File: src/rtl/lobster_cache_pkg.sv
// Shared types for the lobster_cache client: op encodings, sequencer states
// and the FIND-miss marker value.
package lobster_cache_pkg;

  typedef enum logic [1:0] {
    OP_READ         = 2'd0,
    OP_WRITE        = 2'd1,
    OP_FIND         = 2'd2,
    OP_WRITE_VERIFY = 2'd3
  } op_e;

  typedef enum logic [2:0] {
    IDLE,
    WR,
    VRD,
    WAIT,
    RSP
  } state_e;

  // FIND-miss marker at the default 32-bit data width: MSB set, rest zero.
  localparam logic [31:0] NOT_FOUND = 32'h8000_0000;

endpackage

File: src/rtl/lobster_sat_counter.sv
// Saturating event counter: counts single-cycle inc pulses and sticks at all-ones.
module lobster_sat_counter #(
  parameter int CNT_WIDTH = 16
) (
  input  logic                 clk,
  input  logic                 rst_n,
  input  logic                 inc,
  output logic [CNT_WIDTH-1:0] count
);

  // Count up on inc, holding once the all-ones ceiling is reached.
  always_ff @(posedge clk or negedge rst_n) begin
    if (!rst_n) begin
      count <= '0;
    end else if (inc && (count != '1)) begin
      count <= count + CNT_WIDTH'(1);
    end
  end

endmodule

File: src/rtl/lobster_cache_client.sv
// Initiator-side sequencer for the lobster_cache responder. Takes one op at a
// time, drives the cache pins, absorbs the cache's registered read latency and
// returns a held response with hit/mismatch flags plus saturating statistics.
module lobster_cache_client
  import lobster_cache_pkg::*;
#(
  parameter int ADDR_WIDTH = 32,
  parameter int DATA_WIDTH = 32,
  parameter int CNT_WIDTH  = 16
) (
  input  logic                  clk,
  input  logic                  rst_n,
  input  logic                  req_valid,
  output logic                  req_ready,
  input  logic [1:0]            req_op,
  input  logic [ADDR_WIDTH-1:0] req_addr,
  input  logic [DATA_WIDTH-1:0] req_data,
  output logic                  rsp_valid,
  input  logic                  rsp_ready,
  output logic [DATA_WIDTH-1:0] rsp_data,
  output logic                  rsp_hit,
  output logic                  rsp_err,
  output logic                  c_we,
  output logic                  c_find,
  output logic [ADDR_WIDTH-1:0] c_addr_in,
  output logic [ADDR_WIDTH-1:0] c_addr_out,
  output logic [DATA_WIDTH-1:0] c_data_in,
  input  logic [DATA_WIDTH-1:0] c_data_out,
  output logic [CNT_WIDTH-1:0]  cnt_rd,
  output logic [CNT_WIDTH-1:0]  cnt_wr,
  output logic [CNT_WIDTH-1:0]  cnt_miss
);

  localparam logic [DATA_WIDTH-1:0] NOT_FOUND_W = {1'b1, {(DATA_WIDTH-1){1'b0}}};

  state_e                state;
  state_e                state_nxt;
  op_e                   op_q;
  logic [ADDR_WIDTH-1:0] addr_q;
  logic [DATA_WIDTH-1:0] data_q;
  logic                  accept;
  logic                  rsp_done;
  logic                  inc_rd;
  logic                  inc_wr;
  logic                  inc_miss;

  assign req_ready = (state == IDLE);
  assign rsp_valid = (state == RSP);
  assign accept    = req_valid && req_ready;
  assign rsp_done  = rsp_valid && rsp_ready;

  // Sequencer state register; reset abandons any op in flight.
  always_ff @(posedge clk or negedge rst_n) begin
    if (!rst_n) begin
      state <= IDLE;
    end else begin
      state <= state_nxt;
    end
  end

  // Next state and cache pin drive: issue straight from req_* on accept, replay the address for the verify read.
  always_comb begin
    state_nxt  = state;
    c_we       = 1'b0;
    c_find     = 1'b0;
    c_addr_in  = '0;
    c_addr_out = '0;
    c_data_in  = '0;
    case (state)
      IDLE: begin
        if (req_valid) begin
          case (op_e'(req_op))
            OP_READ: begin
              c_addr_out = req_addr;
              state_nxt  = WAIT;
            end
            OP_FIND: begin
              c_find    = 1'b1;
              c_data_in = req_data;
              state_nxt = WAIT;
            end
            OP_WRITE: begin
              c_we      = 1'b1;
              c_addr_in = req_addr;
              c_data_in = req_data;
              state_nxt = RSP;
            end
            OP_WRITE_VERIFY: begin
              c_we      = 1'b1;
              c_addr_in = req_addr;
              c_data_in = req_data;
              state_nxt = VRD;
            end
            default: state_nxt = IDLE;
          endcase
        end
      end
      VRD: begin
        c_addr_out = addr_q;
        state_nxt  = WAIT;
      end
      WAIT: state_nxt = RSP;
      RSP: begin
        if (rsp_ready) state_nxt = IDLE;
      end
      default: state_nxt = IDLE;
    endcase
  end

  // Latch the request on accept and build the response once cache data is back.
  always_ff @(posedge clk or negedge rst_n) begin
    if (!rst_n) begin
      op_q     <= OP_READ;
      addr_q   <= '0;
      data_q   <= '0;
      rsp_data <= '0;
      rsp_hit  <= 1'b0;
      rsp_err  <= 1'b0;
    end else if (accept) begin
      op_q     <= op_e'(req_op);
      addr_q   <= req_addr;
      data_q   <= req_data;
      rsp_data <= req_data;
      rsp_hit  <= 1'b1;
      rsp_err  <= 1'b0;
    end else if (state == WAIT) begin
      case (op_q)
        OP_FIND: begin
          rsp_hit  <= ~c_data_out[DATA_WIDTH-1];
          rsp_data <= c_data_out[DATA_WIDTH-1] ? NOT_FOUND_W : c_data_out;
        end
        OP_WRITE_VERIFY: begin
          rsp_data <= c_data_out;
          rsp_err  <= (c_data_out != data_q);
        end
        default: rsp_data <= c_data_out;
      endcase
    end
  end

  assign inc_rd   = rsp_done && (op_q == OP_READ);
  assign inc_wr   = rsp_done && ((op_q == OP_WRITE) || (op_q == OP_WRITE_VERIFY));
  assign inc_miss = rsp_done && (op_q == OP_FIND) && !rsp_hit;

  lobster_sat_counter #(.CNT_WIDTH(CNT_WIDTH)) u_cnt_rd (
    .clk   (clk),
    .rst_n (rst_n),
    .inc   (inc_rd),
    .count (cnt_rd)
  );

  lobster_sat_counter #(.CNT_WIDTH(CNT_WIDTH)) u_cnt_wr (
    .clk   (clk),
    .rst_n (rst_n),
    .inc   (inc_wr),
    .count (cnt_wr)
  );

  lobster_sat_counter #(.CNT_WIDTH(CNT_WIDTH)) u_cnt_miss (
    .clk   (clk),
    .rst_n (rst_n),
    .inc   (inc_miss),
    .count (cnt_miss)
  );

endmodule

File: config.mk
export PLATFORM = sky130hd
export DESIGN_NAME = lobster_cache_client
export DESIGN_NICKNAME = d
export VERILOG_FILES = /design/src/rtl/lobster_cache_pkg.sv /design/src/rtl/lobster_sat_counter.sv /design/src/rtl/lobster_cache_client.sv
export SDC_FILE = /design/constraint.sdc
export NUM_CORES = 1
export LEC_CHECK = 0
export CELL_PAD_IN_SITES_DETAIL_PLACEMENT = 1
export CELL_PAD_IN_SITES_GLOBAL_PLACEMENT = 2
export CORE_UTILIZATION = 26
export CTS_BUF_LIST = sky130_fd_sc_hd__clkbuf_8
export DETAILED_ROUTE_END_ITERATION = 10
export PLACE_DENSITY = 0.86
export SLEW_MARGIN = 10
export SYNTH_ARGS = -nofsm -noshare
export SYNTH_HDL_FRONTEND = slang
export SYNTH_SLANG_ARGS = --single-unit
File: constraint.sdc
create_clock -name clk -period 2.64 [get_ports clk]
set_clock_uncertainty 0.05 [all_clocks]
set_input_delay 0.66 -clock clk [delete_from_list [all_inputs] [get_ports clk]]
set_output_delay 0.66 -clock clk [all_outputs]
set_load 0.02 [all_outputs]
Yosys cells after proc, flatten, opt, wreduce, memory -nomap -nowiden
Cells that the tools add are included.
{"block": "totals", "input_bits": 102, "regBits": 151, "word_cells": 81, "output_inout_bits": 182}
{"block": "op_classes", "addsub": 3, "n_eq_ne": 15, "bitwise_logic": 1, "reduce_logical": 23, "n_mux": 29}
{"operator": "$mux 32", "count": 12}
{"operator": "$pmux 32 s2", "count": 1}
{"operator": "$add 16x1->16 const B", "count": 3}
{"operator": "$ne 16x16->1 const B", "count": 3}
{"operator": "$ne 32x32->1", "count": 1}
{"operator": "$mux 1", "count": 12}
{"operator": "$pmux 3 s4", "count": 1}
{"operator": "$logic_and 1x1->1", "count": 9}
{"operator": "$pmux 3 s3", "count": 1}
{"operator": "$eq 2x2->1 const B", "count": 4}
{"operator": "$eq 3x2->1 const B", "count": 2}
{"operator": "$mux 3", "count": 2}
{"operator": "$reduce_and 2->1", "count": 3}
{"operator": "$reduce_bool 2->1", "count": 3}
{"operator": "$eq 2x1->1 const B", "count": 2}
{"operator": "$logic_not 2->1", "count": 2}
{"operator": "$reduce_or 2->1", "count": 2}
{"operator": "$eq 3x3->1 const B", "count": 1}
{"operator": "$logic_not 3->1", "count": 1}
{"operator": "$reduce_or 3->1", "count": 1}
{"operator": "$ne 2x1->1 const B", "count": 1}
{"operator": "$ne 2x2->1 const B", "count": 1}
{"operator": "$logic_not 1->1", "count": 1}
{"operator": "$logic_or 1x1->1", "count": 1}
{"operator": "$not 1->1", "count": 1}

Longest topological paths before layout
{"block": "logic_depth", "word_depth": 5, "mapped_depth": 7, "mapped_depth_nobuf": 6}

Cells and area by module
A second synthesis with hierarchy kept.
{"block": "unflattened", "hier_cells": 912, "hier_area_um2": 8110.3}
{"mod": "lobster_cache_client", "n_inst": 1, "seq_area_each_um2": 2577.5, "cells_each": 681, "area_per_inst_um2": 5456.5}
{"mod": "lobster_sat_counter", "n_inst": 3, "seq_area_each_um2": 400.4, "cells_each": 77, "area_per_inst_um2": 884.6}

Least setup slack after synthesis
OpenSTA, ideal clock, no wires.
{"block": "synth_timing", "path_type": "input to output", "start": "in req_op[0]", "end": "out c_addr_out[17]", "t_required_ns": 1.930, "setup_slack_ns": 0.148, "t_arrival_ns": 1.782, "n_path_buf": 2, "stages": 5, "cell_sequence": "clkbuf_1 > nor3_1 > buf_2 > a22oi_1 > nor2_1"}
{"block": "synth_via", "elab_chain_cells": 4}
{"item": "start, declared", "line": "lobster_cache_client.sv:15", "text": "input logic [1:0] req_op,"}
{"item": "$logic_not 2->1", "line": "lobster_cache_client.sv:72", "text": "case (op_e'(req_op))"}
{"item": "$mux 32", "line": "lobster_cache_client.sv:72"}
{"item": "$mux 32", "line": "lobster_cache_client.sv:71", "text": "if (req_valid) begin"}
{"item": "$pmux 32 s2", "line": "lobster_cache_client.sv:69", "text": "case (state)"}
{"item": "end, declared", "line": "lobster_cache_client.sv:26", "text": "output logic [ADDR_WIDTH-1:0] c_addr_out,"}
No other way between the ends.

Worst setup path after layout
{"block": "layout_timing", "start": "reg state[1]", "end": "out c_data_in[31]"}
{"block": "layout_via", "elab_chain_cells": 2}
{"item": "start, declared", "line": "lobster_cache_client.sv:36", "text": "state_e state;"}
{"item": "start signal, assigned", "line": "lobster_cache_client.sv:57", "text": "state <= state_nxt;"}
{"item": "$logic_not 3->1", "line": "lobster_cache_client.sv:69"}
{"item": "$mux 32", "line": "lobster_cache_client.sv:69"}
{"item": "end, declared", "line": "lobster_cache_client.sv:27", "text": "output logic [DATA_WIDTH-1:0] c_data_in,"}
No other way between the ends.

==> impl_metrics.ini <==
[worst_setup_path]
cpMostUsedCell = buf_6
arrival_ps = 2100
critPathKind = reg2out
r2r-start = state[0]
critPathMaxFanout = 6
critPathMaxStageDelay_ps = 420
crit_path_end_kind = primary output
worstPathCellList = nor2_2 -> nand3b_1 -> buf_6 -> nor2_4 -> buf_12 -> buf_16 -> buf_8 -> and2_4 -> buf_6
r2r-end = rsp_data[18]
start_kind = flop
startpoint = state[1]
reg2reg_setup_slack_ps = 210
slowest_stage = dfrtp_1
worstRegToRegCells = 11
cp.required_ps = 1930

[clock_tree]
clockRootBuffer = clkbuf_8
tritoncts = yes
numCtsBuffers = 17
holdBufCountCts = 0
clkLatencyLatePin_ps = 460
cts.clk_slew.worst_paths_ps = 110
cts.htree.levels = 4
cts_buffer_depth = 2
clkSinkCount = 151

[synth]
synth_mux_area_share_pct = 0.622
synth-edff-count = 0
ys_ff_latch = 151
ys.flop_type = dfrtp_1
synth_compound_area_share_pct = 8.84
synthXorXnorAreaFrac_pct = 8.59
synth_fa_ha_area_share_pct = 0.491
syn_inst = 880
syn_area_per_cell_um2 = 8.69
async_flop_share_pct = 100
synth_cell_type_count = 47
yosysWarnings = 0
synth_top_family_by_area = simple AND/OR/NAND/NOR gates
yosys.area_share.simple_pct = 29.0
synth-seq-area-share_pct = 49.4
synth.net_count = 985
synthesis.area_um2 = 7650

[final_layout]
layout_commonest_cell = nand2_1
layout_common_cells = 251 x nand2_1, 179 x clkdlybuf4s50_1, 151 x dfrtp_1
fin_nets = 1336
drive_gt1_share_pct = 24.6
fill_cells = 3310
areaGrowthSynthToFinish_pct = 63.9
diodes = 0
post-route-util_pct = 43.4

[timing]
drv_slew = 0
slew_headroom_pct = 48.3
hold_viol = 0
fmax_ghz = 0.356
max_slew.worst_pin.slew_ps = 775
layout_min_cycle_time_ps = 2810
setup_viol = 80
period_share_pct = 107
rsz0062_at_grt = true
holdWs_ps = 57.7
setup_ws_ps = -172

[floorplan]
rows = 62
die_w_um = 174
core_um2 = 28900
die_y_um = 174
start_util_pct = 26.5
die-area_um2 = 30100
ioPinCount = 284

[drt]
route.vias.total = 7624
via_per_inst = 4.69
first_pass_iters = 5
drtAntennaViolNets = 0
first_iter_violations = 260
wl_per_cell_um = 18.1
drc_errors = 0
routed_wl_mm = 29.5

[power_and_ir_drop]
power.total_mw = 11.8
max-vdd-ir-drop_v = 0.000534
p_leak_nw = 5.79
power_density_nw_per_um2 = 941

[placement]
placement.io_buffers = 283
place_congestion = 0.774
hpwl_mm = 19.3

[status]
violations = setup timing
status = complete, but fails checks

[global_routing]
antenna_found_initial = 0
grt_use_total_pct = 19.8
grt_max_degree = 101
grt_pass1_vias = 8173
grt-ovfl-total = 0
grt_pass1_wl_mm = 46.7

[hold_path]
holdCritPathClass = in2async

[run]
drv_cap = 0
metrics by stage:
step / setup WS, ps / instance area (um2) / cells / setup TNS, ps
after floorplan: 148 / 7650 / 880 / 0
after global placement: -656 / 11300 / 1560 / -71750
after detailed placement: -693 / 11300 / 1560 / -72410
after CTS: -228 / 12200 / 1625 / -12100
after global routing: -312 / 12500 / 1627 / -18910
final: -172 / 12500 / 1627 / -7480
cell type report:
| class | count | area (um2) | share of cell area, % |
|---|---|---|---|
| Sequential cell | 151 | 3780 | 30.2 |
| Timing Repair Buffer | 382 | 3990 | 31.9 |
| Inverter | 7 | 26.3 | 0.210 |
| Clock buffer | 18 | 248 | 1.98 |
| Multi-Input combinational cell | 672 | 3880 | 31.0 |
| Tap cell | 384 | 480 | 3.83 |
| Clock inverter | 13 | 128 | 1.02 |
registers in the layout (all words and copies together) (netlist names):
register and flops:
rsp_err 1, rsp_data 32, u_cnt_miss.count 16, u_cnt_wr.count 16
data_q 32, u_cnt_rd.count 16, op_q 2, rsp_hit 1
state 3, addr_q 32
kinds of logic (layout without fill, tap and decap cells):
group,count (synthesis),after routing
mux,4,4
flops,151,151
xor+xnor,75,75
fa+ha+maj,3,3
compound gates,111,111
simple gates,479,479
buf+inv,57,420
where the power goes:
group / leakage, nW / internal (mW) / switching, mW
clock: 0.190 / 0.719 / 1.05
combinational: 3.72 / 2.91 / 3.43
sequential: 1.88 / 3.10 / 0.566
what timing repair did:
action | CTS | global route
setup endpoints to repair | 98 | 104
resized for setup | 543 | 77
setup buffers | 27 | 5
cloned | 7 | 1
pin swaps | 13 | 10
worst max-delay path: cells and delay by family (launching register included):
kind | cells | cell delay, ps
buf+inv | 5 | 640
simple gates | 4 | 600
flops | 1 | 420
cells in the mapped netlist (2+ instances only):
cell type | count | area (um2)
a21oi_1 | 36 | 180
buf_2 | 7 | 35.0
xnor2_1 | 47 | 412
nand3b_1 | 2 | 15.0
o21ai_0 | 34 | 170
a22oi_1 | 32 | 240
and2_1 | 32 | 200
and3_1 | 39 | 244
nand3_1 | 17 | 85.1
mux2_2 | 2 | 22.5
nand2b_1 | 2 | 12.5
or2_2 | 2 | 12.5
nor2_1 | 84 | 315
nor4_1 | 5 | 31.3
nor3_2 | 2 | 20.0
ha_1 | 3 | 37.5
nor3_1 | 4 | 20.0
nand4_1 | 23 | 144
clkbuf_1 | 40 | 150
and4_1 | 6 | 52.6
dfrtp_1 | 151 | 3780
buf_1 | 2 | 7.51
xor2_1 | 28 | 245
nand2_1 | 251 | 942
inv_1 | 7 | 26.3
metal layers:
metal	vias up	part of all wire (%)	global-route usage, %
li1	3638	-	-
met1	3778	46	26.0
met2	183	49	33.8
met3	25	3.1	2.81
met4	0	1.6	5.75
met5	-	0	0
worst max-delay path by stage:
stage / to / slack (ps) / depth (start not counted)
floorplan: c_addr_out[17] / 150 / 5
global placement: c_data_in[7] / -660 / 7
global route: c_addr_out[18] / -310 / 7
finish: c_data_in[31] / -170 / 9
CTS: c_data_in[4] / -230 / 9
detailed placement: c_data_in[7] / -690 / 7
(Power assumes the default switching activity.)
